$ cat config.mk
export PLATFORM = sky130hd
export DESIGN_NAME = mc_ctrl_flat
export DESIGN_NICKNAME = d
export VERILOG_FILES = /design/src/rtl/mc_ctrl_if.sv /design/src/rtl/mc_ctrl.sv /design/src/flat_wrapper.sv
export SDC_FILE = /design/constraint.sdc
export NUM_CORES = 1
export LEC_CHECK = 0
export CELL_PAD_IN_SITES_DETAIL_PLACEMENT = 1
export CELL_PAD_IN_SITES_GLOBAL_PLACEMENT = 2
export CORE_MARGIN = 8
export CORE_UTILIZATION = 30
export DETAILED_ROUTE_END_ITERATION = 10
export DONT_BUFFER_PORTS = 1
export PLACE_DENSITY_LB_ADDON = 0.05
export SETUP_SLACK_MARGIN = 0.5
export SYNTH_ARGS = -nofsm -noshare
export SYNTH_HDL_FRONTEND = slang
export SYNTH_SLANG_ARGS = --single-unit
$ cat constraint.sdc
create_clock -name clk -period 3.9 [get_ports clk]
set_input_delay 1.17 -clock clk [delete_from_list [all_inputs] [get_ports clk]]
set_output_delay 1.17 -clock clk [all_outputs]
set_load 0.02 [all_outputs]
$ cat src/rtl/mc_ctrl_if.sv
// Control-unit bundle for the MCCPU multi-cycle datapath.
// master = the control unit (drives enables/selects), slave = the datapath.
interface mc_ctrl_if #(
  parameter int CNT_W = 32
);
  // datapath -> control
  logic [5:0]       Op;
  logic [5:0]       Funct;
  logic             Zero;
  logic             mem_ready;
  // control -> datapath
  logic             PCWrite;
  logic             IRWrite;
  logic             RegWrite;
  logic             MemRead;
  logic             MemWrite;
  logic             IorD;
  logic             EXTOp;
  logic             ALUSrcA;
  logic [1:0]       ALUSrcB;
  logic [2:0]       ALUOp;
  logic [1:0]       NPCOp;
  logic             GPRSel;
  logic [1:0]       WDSel;
  logic             illegal;
  logic [2:0]       state;
  logic [CNT_W-1:0] instr_cnt;

  modport master (
    input  Op, Funct, Zero, mem_ready,
    output PCWrite, IRWrite, RegWrite, MemRead, MemWrite, IorD, EXTOp,
           ALUSrcA, ALUSrcB, ALUOp, NPCOp, GPRSel, WDSel, illegal, state,
           instr_cnt
  );

  modport slave (
    output Op, Funct, Zero, mem_ready,
    input  PCWrite, IRWrite, RegWrite, MemRead, MemWrite, IorD, EXTOp,
           ALUSrcA, ALUSrcB, ALUOp, NPCOp, GPRSel, WDSel, illegal, state,
           instr_cnt
  );
endinterface

$ cat src/rtl/mc_ctrl.sv
// Multi-cycle control unit for the MCCPU datapath.
// Sequences FETCH -> DECODE -> EXE -> MEM -> WB, stalling on mem_ready.
// ALUOp/NPCOp/EXTOp/GPRSel/WDSel encodings match the single-cycle ctrl.
// Optional feature macro: MC_CTRL_INSTR_CNT_EN (retired-instruction counter).
module mc_ctrl #(
  parameter int CNT_W = 32
) (
  input  logic      clk,
  input  logic      rstn,
  mc_ctrl_if.master bus
);

  localparam logic [2:0] S_FETCH  = 3'd0;
  localparam logic [2:0] S_DECODE = 3'd1;
  localparam logic [2:0] S_EXE    = 3'd2;
  localparam logic [2:0] S_MEM    = 3'd3;
  localparam logic [2:0] S_WB     = 3'd4;

  localparam logic [5:0] OP_RTYPE = 6'h00;
  localparam logic [5:0] OP_J     = 6'h02;
  localparam logic [5:0] OP_BEQ   = 6'h04;
  localparam logic [5:0] OP_BNE   = 6'h05;
  localparam logic [5:0] OP_ADDI  = 6'h08;
  localparam logic [5:0] OP_ORI   = 6'h0D;
  localparam logic [5:0] OP_LW    = 6'h23;
  localparam logic [5:0] OP_SW    = 6'h2B;

  localparam logic [2:0] ALU_NOP  = 3'b000;
  localparam logic [2:0] ALU_ADD  = 3'b001;
  localparam logic [2:0] ALU_SUB  = 3'b010;
  localparam logic [2:0] ALU_AND  = 3'b011;
  localparam logic [2:0] ALU_OR   = 3'b100;
  localparam logic [2:0] ALU_SLT  = 3'b101;
  localparam logic [2:0] ALU_SLTU = 3'b110;

  logic [2:0] state_q, state_d;
  logic       r_ok;
  logic [2:0] r_alu_op;
  logic       is_r, is_addi, is_ori, is_lw, is_sw, is_beq, is_bne, is_j, legal;

  logic       pc_write, ir_write, reg_write, mem_read, mem_write, iord;
  logic       ext_op, alu_src_a, gpr_sel, illegal;
  logic [1:0] alu_src_b, npc_op, wd_sel;
  logic [2:0] alu_op;

  // Decode the R-type function field into an ALU operation.
  always_comb begin
    // NOTE: every always_comb output gets a default first so no path infers a latch.
    r_ok     = 1'b1;
    r_alu_op = ALU_NOP;
    case (bus.Funct)
      6'h20, 6'h21: r_alu_op = ALU_ADD;
      6'h22, 6'h23: r_alu_op = ALU_SUB;
      6'h24:        r_alu_op = ALU_AND;
      6'h25:        r_alu_op = ALU_OR;
      6'h2A:        r_alu_op = ALU_SLT;
      6'h2B:        r_alu_op = ALU_SLTU;
      default:      r_ok     = 1'b0;
    endcase
  end

  assign is_r    = (bus.Op == OP_RTYPE) && r_ok;
  assign is_addi = (bus.Op == OP_ADDI);
  assign is_ori  = (bus.Op == OP_ORI);
  assign is_lw   = (bus.Op == OP_LW);
  assign is_sw   = (bus.Op == OP_SW);
  assign is_beq  = (bus.Op == OP_BEQ);
  assign is_bne  = (bus.Op == OP_BNE);
  assign is_j    = (bus.Op == OP_J);
  assign legal   = is_r | is_addi | is_ori | is_lw | is_sw | is_beq | is_bne | is_j;

  // Next-state sequencing; unused codes 5-7 fall back to FETCH.
  always_comb begin
    state_d = S_FETCH;
    case (state_q)
      S_FETCH:  state_d = bus.mem_ready ? S_DECODE : S_FETCH;
      S_DECODE: state_d = legal ? S_EXE : S_FETCH;
      S_EXE: begin
        if (is_r || is_addi || is_ori) state_d = S_WB;
        else if (is_lw || is_sw)       state_d = S_MEM;
        else                           state_d = S_FETCH;
      end
      S_MEM: begin
        if (!bus.mem_ready) state_d = S_MEM;
        else if (is_lw)     state_d = S_WB;
        else                state_d = S_FETCH;
      end
      default:  state_d = S_FETCH;
    endcase
  end

  // State register with synchronous active-low reset.
  always_ff @(posedge clk) begin
    // NOTE: sequential state uses non-blocking assignments so every flop samples pre-edge values.
    if (!rstn) state_q <= S_FETCH;
    else       state_q <= state_d;
  end

  // Output decode; everything stays at its inactive default while rstn is low.
  always_comb begin
    pc_write  = 1'b0;
    ir_write  = 1'b0;
    reg_write = 1'b0;
    mem_read  = 1'b0;
    mem_write = 1'b0;
    iord      = 1'b0;
    ext_op    = 1'b0;
    alu_src_a = 1'b0;
    alu_src_b = 2'b00;
    alu_op    = ALU_NOP;
    npc_op    = 2'b00;
    gpr_sel   = 1'b0;
    wd_sel    = 2'b00;
    illegal   = 1'b0;
    if (rstn) begin
      case (state_q)
        S_FETCH: begin
          mem_read = 1'b1;
          if (bus.mem_ready) begin
            ir_write = 1'b1;
            pc_write = 1'b1;
          end
        end
        S_DECODE: illegal = ~legal;
        S_EXE: begin
          if (is_r) begin
            alu_src_a = 1'b1;
            alu_op    = r_alu_op;
          end else if (is_addi || is_lw || is_sw) begin
            alu_src_a = 1'b1;
            alu_src_b = 2'b10;
            ext_op    = 1'b1;
            alu_op    = ALU_ADD;
          end else if (is_ori) begin
            alu_src_a = 1'b1;
            alu_src_b = 2'b10;
            alu_op    = ALU_OR;
          end else if (is_beq || is_bne) begin
            alu_src_a = 1'b1;
            alu_op    = ALU_SUB;
            ext_op    = 1'b1;
            npc_op    = 2'b01;
            pc_write  = (is_beq & bus.Zero) | (is_bne & ~bus.Zero);
          end else if (is_j) begin
            pc_write  = 1'b1;
            npc_op    = 2'b10;
          end
        end
        S_MEM: begin
          iord      = 1'b1;
          mem_read  = is_lw;
          mem_write = is_sw;
        end
        S_WB: begin
          reg_write = 1'b1;
          gpr_sel   = ~is_r;
          wd_sel    = is_lw ? 2'b01 : 2'b00;
        end
        default: ;
      endcase
    end
  end

  assign bus.PCWrite  = pc_write;
  assign bus.IRWrite  = ir_write;
  assign bus.RegWrite = reg_write;
  assign bus.MemRead  = mem_read;
  assign bus.MemWrite = mem_write;
  assign bus.IorD     = iord;
  assign bus.EXTOp    = ext_op;
  assign bus.ALUSrcA  = alu_src_a;
  assign bus.ALUSrcB  = alu_src_b;
  assign bus.ALUOp    = alu_op;
  assign bus.NPCOp    = npc_op;
  assign bus.GPRSel   = gpr_sel;
  assign bus.WDSel    = wd_sel;
  assign bus.illegal  = illegal;
  assign bus.state    = rstn ? state_q : S_FETCH;

`ifdef MC_CTRL_INSTR_CNT_EN
  logic [CNT_W-1:0] cnt_q;
  logic             retire;

  assign retire = (state_q == S_WB)
                | ((state_q == S_MEM) && is_sw && bus.mem_ready)
                | ((state_q == S_EXE) && (is_beq || is_bne || is_j));

  // Retired-instruction counter, wraps modulo 2^CNT_W.
  always_ff @(posedge clk) begin
    if (!rstn)       cnt_q <= '0;
    else if (retire) cnt_q <= cnt_q + {{(CNT_W-1){1'b0}}, 1'b1};
  end

  assign bus.instr_cnt = rstn ? cnt_q : '0;
`else
  assign bus.instr_cnt = {CNT_W{1'b0}};
`endif

endmodule

$ cat src/flat_wrapper.sv
// flat-port wrapper written by rule: the top's interface ports become plain ports
module mc_ctrl_flat 
#(
  parameter int CNT_W = 32
)
  (clk, rstn, bus_Op, bus_Funct, bus_Zero, bus_mem_ready, bus_PCWrite, bus_IRWrite, bus_RegWrite, bus_MemRead, bus_MemWrite, bus_IorD, bus_EXTOp, bus_ALUSrcA, bus_ALUSrcB, bus_ALUOp, bus_NPCOp, bus_GPRSel, bus_WDSel, bus_illegal, bus_state, bus_instr_cnt);
  mc_ctrl_if #(.CNT_W(CNT_W)) bus_i ();
  input  logic clk;
  input  logic rstn;
  input wire logic [$bits(bus_i.Op)-1:0] bus_Op;
  input wire logic [$bits(bus_i.Funct)-1:0] bus_Funct;
  input wire logic [$bits(bus_i.Zero)-1:0] bus_Zero;
  input wire logic [$bits(bus_i.mem_ready)-1:0] bus_mem_ready;
  output wire logic [$bits(bus_i.PCWrite)-1:0] bus_PCWrite;
  output wire logic [$bits(bus_i.IRWrite)-1:0] bus_IRWrite;
  output wire logic [$bits(bus_i.RegWrite)-1:0] bus_RegWrite;
  output wire logic [$bits(bus_i.MemRead)-1:0] bus_MemRead;
  output wire logic [$bits(bus_i.MemWrite)-1:0] bus_MemWrite;
  output wire logic [$bits(bus_i.IorD)-1:0] bus_IorD;
  output wire logic [$bits(bus_i.EXTOp)-1:0] bus_EXTOp;
  output wire logic [$bits(bus_i.ALUSrcA)-1:0] bus_ALUSrcA;
  output wire logic [$bits(bus_i.ALUSrcB)-1:0] bus_ALUSrcB;
  output wire logic [$bits(bus_i.ALUOp)-1:0] bus_ALUOp;
  output wire logic [$bits(bus_i.NPCOp)-1:0] bus_NPCOp;
  output wire logic [$bits(bus_i.GPRSel)-1:0] bus_GPRSel;
  output wire logic [$bits(bus_i.WDSel)-1:0] bus_WDSel;
  output wire logic [$bits(bus_i.illegal)-1:0] bus_illegal;
  output wire logic [$bits(bus_i.state)-1:0] bus_state;
  output wire logic [$bits(bus_i.instr_cnt)-1:0] bus_instr_cnt;
  assign bus_i.Op = bus_Op;
  assign bus_i.Funct = bus_Funct;
  assign bus_i.Zero = bus_Zero;
  assign bus_i.mem_ready = bus_mem_ready;
  assign bus_PCWrite = bus_i.PCWrite;
  assign bus_IRWrite = bus_i.IRWrite;
  assign bus_RegWrite = bus_i.RegWrite;
  assign bus_MemRead = bus_i.MemRead;
  assign bus_MemWrite = bus_i.MemWrite;
  assign bus_IorD = bus_i.IorD;
  assign bus_EXTOp = bus_i.EXTOp;
  assign bus_ALUSrcA = bus_i.ALUSrcA;
  assign bus_ALUSrcB = bus_i.ALUSrcB;
  assign bus_ALUOp = bus_i.ALUOp;
  assign bus_NPCOp = bus_i.NPCOp;
  assign bus_GPRSel = bus_i.GPRSel;
  assign bus_WDSel = bus_i.WDSel;
  assign bus_illegal = bus_i.illegal;
  assign bus_state = bus_i.state;
  assign bus_instr_cnt = bus_i.instr_cnt;
  mc_ctrl #(.CNT_W(CNT_W)) u_core (.clk(clk), .rstn(rstn), .bus(bus_i));
endmodule
==> metrics.md, run 1 <==
| Metric | Value |
|---|---|
| Multi-input logic area | `766 sq um` |
| Critical path buffers and inverters | `2` |
| Worst slew pin tran | `535 ps` |
| Leakage power | `0.409 nW` |
| Gpl congestion | `0.773` |
| H-tree depth | `1` |
| Grt total ovfl | `0` |
| Post-synth top area cell | `buf_4` |
| Core area | `around 2800 sq um` |
| Most frequent cells in the layout | `conb_1, nor2_1, buf_4` |
| CP Launch Type | `primary input` |
| Clock Path Buffers | `2` |
| Worst hold slack | `743 ps` |
| FF-to-FF setup slack | `2540 ps` |
| Die Height | `69.7 microns` |
| # setup viols final | `0` |
| Starting Density | `31.4%` |
| Mapped Area | `866 sq um` |
| Register area | `60.1 sq um` |
| Final core occ | `35.6%` |
| Drt drc | `0` |
| Post-synth top area share | `roughly 31%` |
| PD cells | `between 150 and 200 nW/um^2` |
| Row count | `19` |
| Die area | `4860 sq um` |
| Post-CTS Hold Buffers | `0` |
| Ys async rst share | `0%` |
| Post-DP Area | `just under 800 sq um` |
| Rel. slew slack | `a little under two thirds` |
| Slowest CP cell | `nand3_1` |
| Sequential share of the synthesized area | `~6.9%` |
| Detailed Place HPWL | `2.20 mm` |
| GRT Total Usage | `10.2%` |
| FF-to-FF End | `u_core.state_q[0]$_SDFF_PN0_` |
| Initial antenna violation count | `0` |
| Arr. time, crit path | `2180 ps` |
| WP data required | `2730 ps` |
| First-pass GRT wire length | `4.37 mm` |
| Peak fanout along the critical path | `4` |
| Routed len/inst | `between 15 and 20 microns` |
| Critical path origin | `bus_Op[5]` |
| CP Cell Sequence | `nor3_4, buf_4, nand3_1, nand2b_4, inv_2, a31oi_4` |
| Endpoints failing hold | `0` |
| Routed wire length | `2.73 mm` |
| Post-Syn Instances | `125` |
| Max Fclk | `298 MHz` |
| DR vias/cell | `4.68` |
| Clock Sinks | `3` |
| CTS Buf Count | `3` |
| R2R depth | `4` |
| Diode count | `0` |
| Place WS | `342 ps` |
| Crit path largest cell delay | `210 ps` |
| Final Max Tran Viols | `0` |
| Share of layout cells above drive strength 1 | `about 32%` |
| Ranking of synthesized cells by area | `buf_4, dfxtp_1, nor2_1` |
| Final cell count without fillers | `164` |
| FILL cells | `between 300 and 400` |
| Max Cap Viol | `0` |
| Crit Path Class | `in2out` |
| Setup TNS | `0 ps` |
| Crit path capture | `bus_ALUSrcA` |
| Syn. warnings | `0` |
| Synth cell types | `34` |
| Commonest non-fill, non-tap cell in the layout | `conb_1` |
| Crit. path cell count | `6` |
| DP Cell Count | `153` |
| Iter 0 DRT Violations | `24` |
| I/O Buffers | `0` |
| Final antenna-violating net count | `0` |
| Post-synth EDFFs | `0` |
| Max reg flops | `3` |
| IO Pins | `70` |
| Final instance area | `981 sq um` |
| Status | `finished clean` |
| Ys flop type | `dfxtp_1` |
| Reg-to-Reg Start | `u_core.state_q[0]$_SDFF_PN0_` |
| Nets | `150` |
| Clk_skew | `2.87 ps` |
| Top flop regs | `u_core.state_q (3)` |
| Via count | `768` |
| Syn avg cell area | `6.93 sq um` |
| Vias in the first global route | `874` |
| Drt pass-1 iters | `3` |
| Crit share post-route | `86.0%` |
| Largest net degree at the start of global routing | `10` |
| Unrepaired setup endpoints after global routing | `no` |
| Worst-path clk slew | `approximately 40 ps` |
| Tot Pwr | `156 uW` |
| Clock root buffer | `clkbuf_4` |
| Setup WS post-layout | `545 ps` |
| Hold Path Class | `reg2reg` |
| Max VDD drop | `0.153 mV` |
| Worst-Skew Late Latency | `about 230 ps` |
| Top reg by flops | `u_core.state_q` |
| Layout area overhead | `13.3%` |
| Type of destination of the critical path | `output port` |
| Die X | `approximately 70 microns` |
| Clock tree from TritonCTS | `done` |
| Fin crit period | `3350 ps` |
| Seq cells post-synth | `3` |
| Crit-path leading delay family | `simple AND/OR/NAND/NOR gates` |
==> routing by layer <==
metal / routed length [microns] / GRT usage, % / share of wire, % / up-vias
li1: - / - / - / 369
met1: 1190 / 12.5 / 44 / 356
met2: 1260 / 16.0 / 46 / 43
met3: 282 / 5.15 / 10 / 0
met4: 0 / 1.34 / 0 / 0
met5: 0 / 0 / 0 / -
==> layout make-up <==
cell class | instances | share of cell area (%)
Multi-Input combinational cell | 112 | 78.1
Sequential cell | 3 | 6.12
Inverter | 4 | 1.53
Timing Repair Buffer | 10 | 7.65
Tap cell | 31 | 3.95
Clock buffer | 4 | 2.68
==> timing repair <==
action / CTS / global route
endpoints found under the setup margin: 7 / 9
gates resized for setup: 18 / 8
pin swaps: 6 / 6
buffers inserted: 2 / 5
==> cells in the mapped netlist, types with 2 or more instances <==
library cell,n
o21ai_0,7
nor3b_1,2
nand2_1,9
a21oi_1,7
nor2_1,14
nor3_1,5
nand3_1,3
inv_1,4
buf_6,2
xnor2_1,2
o22ai_1,2
dfxtp_1,3
buf_4,36
a31oi_1,2
and2_1,4
nor3_4,2
nor2b_1,4
==> how the worst min path moves through the flow <==
stage | startpoint | end | slack, ps | cells past startpoint
floorplan | u_core.state_q[2]$_SDFF_PN0_ | u_core.state_q[0]$_SDFF_PN0_ | 580 | 3
global placement | u_core.state_q[1]$_SDFF_PN0_ | u_core.state_q[1]$_SDFF_PN0_ | 760 | 2
detailed placement | u_core.state_q[2]$_SDFF_PN0_ | u_core.state_q[2]$_SDFF_PN0_ | 750 | 3
CTS | u_core.state_q[2]$_SDFF_PN0_ | u_core.state_q[2]$_SDFF_PN0_ | 750 | 3
global route | u_core.state_q[2]$_SDFF_PN0_ | u_core.state_q[2]$_SDFF_PN0_ | 790 | 3
finish | u_core.state_q[2]$_SDFF_PN0_ | u_core.state_q[2]$_SDFF_PN0_ | 740 | 3
==> worst register-to-register path, stage by stage (launching register included) <==
cell and delay [ps]:
dfxtp_1 390, nor4b_1 550, buf_4 210, inv_1 40
a21oi_1 100
==> report_power, final <==
group,switching [mW],internal (mW),leakage [nW]
Clock,0.0153,0.0383,0.0150
Sequential,0.00184,0.0316,0.0244
Combinational,0.0516,0.0171,0.370
Total,0.0688,0.0870,0.409
==> cell families (layout without fill, tap and decap cells) <==
logic type,count (synthesis),in the layout,synth area share (%)
AND/OR/NAND/NOR,55,55,39.6
buffers and inverters,43,18,36.1
AO/OA/AOI/OAI,21,21,14.9
flip-flops,3,3,6.94
XOR/XNOR,2,2,2.02
other,1,34,0.433
No activity file was read; power rests on OpenSTA's default activity.
==> run 2: changes to the inputs <==
CELL_PAD_IN_SITES_GLOBAL_PLACEMENT = 1   (was 2)
==> metrics.md, run 2 (synthesized netlist as in run 1, its figures left out) <==
| Metric | Value |
|---|---|
| I/O Buffers | `0 (unchanged)` |
| FILL cells | `347 (-4.7%)` |
| Final Max Tran Viols | `0 (unchanged)` |
| Reg-to-Reg Start | `u_core.state_q[0]$_SDFF_PN0_` |
| Clock tree from TritonCTS | `done` |
| Nets | `148 (-1.3%)` |
| FF-to-FF setup slack | `2500 ps (-40 ps)` |
| CTS Buf Count | `3 (unchanged)` |
| Fin crit period | `3370 ps (+12.7 ps)` |
| Clock Sinks | `3 (unchanged)` |
| Top flop regs | `u_core.state_q (3)` |
| First-pass GRT wire length | `4.35 mm (-0.32%)` |
| Row count | `19 (unchanged)` |
| Drt pass-1 iters | `3 (unchanged)` |
| Top reg by flops | `u_core.state_q` |
| Multi-input logic area | `717 sq um (-6.4%)` |
| Hold Path Class | `reg2reg` |
| Register area | `60.1 sq um (unchanged)` |
| Iter 0 DRT Violations | `10 (-58%)` |
| Setup TNS | `0 ps (unchanged)` |
| Sw Pwr | `68.7 uW (-0.18%)` |
| Worst-path clk slew | `40 ps (about the same)` |
| Grt total ovfl | `0 (unchanged)` |
| Most frequent cells in the layout | `conb_1, nor2_1, buf_4` |
| Share of layout cells above drive strength 1 | `29.0% (-3.3 points)` |
| Clock root buffer | `clkbuf_4` |
| Max Cap Viol | `0 (unchanged)` |
| Clock Power Share | `36.2% (+1.8 points)` |
| WP data required | `2730 ps (about the same)` |
| Unrepaired setup endpoints after global routing | `yes` |
| Core area | `2760 sq um (unchanged)` |
| Hold wc startpoint | `u_core.state_q[1]$_SDFF_PN0_` |
| Drt drc | `0 (unchanged)` |
| Max VDD drop | `0.178 mV (+17%)` |
| Max Fclk | `297 MHz (-0.38%)` |
| Combinational power share | `41.9% (-2.2 points)` |
| Max reg flops | `3 (unchanged)` |
| Endpoints failing hold | `0 (unchanged)` |
| Die area | `4860 sq um (unchanged)` |
| Clock Path Buffers | `2 (unchanged)` |
| Peak fanout along the critical path | `4 (unchanged)` |
| R2R depth | `4 (unchanged)` |
| Commonest non-fill, non-tap cell in the layout | `conb_1` |
| Post-CTS Hold Buffers | `0 (unchanged)` |
| Leakage power | `0.397 nW (-3.1%)` |
| Vias in the first global route | `846 (-3.2%)` |
| Crit share post-route | `86.3% (+0.32 points)` |
| Hold EP | `u_core.state_q[1]$_SDFF_PN0_` |
| Status | `finished clean` |
| Diode count | `0 (unchanged)` |
| Crit Path Class | `in2out` |
| Routed len/inst | `16.5 microns (-1.2%)` |
| Worst-Skew Late Latency | `230 ps (about the same)` |
| FF-to-FF End | `u_core.state_q[0]$_SDFF_PN0_` |
| Die X | `69.7 microns (unchanged)` |
| Worst slew pin tran | `572 ps (+37.3 ps)` |
| Routed wire length | `2.67 mm (-2.4%)` |
| Detailed Place HPWL | `2.21 mm (+0.42%)` |
| H-tree depth | `1 (unchanged)` |
| Type of destination of the critical path | `output port` |
| Final antenna-violating net count | `0 (unchanged)` |
| PD cells | `167 nW/um^2 (+5.2%)` |
| # setup viols final | `0 (unchanged)` |
| CP Launch Type | `primary input` |
| Gpl congestion | `0.760 (-1.7%)` |
| Via count | `747 (-2.7%)` |
| Largest net degree at the start of global routing | `10 (unchanged)` |
| IO Pins | `70 (unchanged)` |
| Rel. slew slack | `61.3% (-2.5 points)` |
| Total internal power | `84.6 uW (-2.8%)` |
| DR vias/cell | `4.61 (-1.5%)` |
| Initial antenna violation count | `0 (unchanged)` |
| Arr. time, crit path | `2200 ps (+20 ps)` |
| Hold path depth | `2 (-1)` |
| Die Height | `69.7 microns (unchanged)` |
| Clk_skew | `0.0219 ps (-2.85 ps)` |
| Reg power frac | `21.9% (+0.4 points)` |
| GRT Total Usage | `10.4% (+0.17 points)` |
| Layout area overhead | `5.92%` |
| Starting Density | `31.4% (unchanged)` |
| Switching part of the total power | `44.8% (+0.65 points)` |
| Tot Pwr | `153 uW (-1.6%)` |
-- run 2: worst max path at each step --
stage | from | endpoint | slack [ps] | depth (start not counted)
final | bus_Funct[1] | bus_illegal | 530 | 4
after floorplan | bus_Op[3] | bus_ALUSrcA | 460 | 6
after CTS | bus_Op[2] | bus_MemRead | 490 | 5
after detailed placement | bus_Funct[1] | bus_NPCOp[1] | 390 | 5
after global placement | bus_Funct[1] | bus_NPCOp[1] | 370 | 5
after global routing | bus_Op[5] | bus_ALUSrcA | 480 | 5
-- run 2: power groups by stage --
stage / combinational, mW / clock [mW] / sequential [mW]
detailed placement: 0.0590 / 0 / 0.0338
global placement: 0.0587 / 0 / 0.0338
finish: 0.0642 / 0.0556 / 0.0335
global route: 0.0699 / 0.0621 / 0.0337
floorplan: 0.0855 / 0 / 0.0333
CTS: 0.0608 / 0.0585 / 0.0333
-- run 2: what timing repair did --
action	CTS	global route
gates resized for setup	9	8
pin swaps	3	4
buffers inserted	2	1
endpoints found under the setup margin	7	7
-- run 2: through the flow --
step	std cells	cell area (sq um)	hold slack [ps]	utilization, %	worst slack (ps)
after floorplan	158	1030	581	-	459
after global placement	155	805	753	29.2	370
after detailed placement	155	805	749	29.2	389
after CTS	161	880	752	31.9	486
after global routing	162	917	817	33.3	479
final	162	917	754	33.3	532
-- run 2: layout make-up --
| cell class | instances | area share, % |
|---|---|---|
| sequential | 3 | 6.55 |
| clock buffer | 4 | 2.86 |
| multi-input combinational | 112 | 78.2 |
| timing repair buffer | 8 | 6.55 |
| inverter | 4 | 1.64 |
| tap | 31 | 4.23 |
-- run 2: routing by layer --
metal / part of all wire, % / vias up / GRT usage [%]
li1: - / 362 / -
met1: 42 / 344 / 12.5
met2: 48 / 41 / 16.7
met3: 9.5 / 0 / 4.58
met4: 0 / 0 / 2.01
met5: 0 / - / 0
-- run 2: worst max-delay path: stages --
cell and delay [ps]:
nor2b_1 140, o2111a_2 310, nand2b_4 180, nor3_2 390
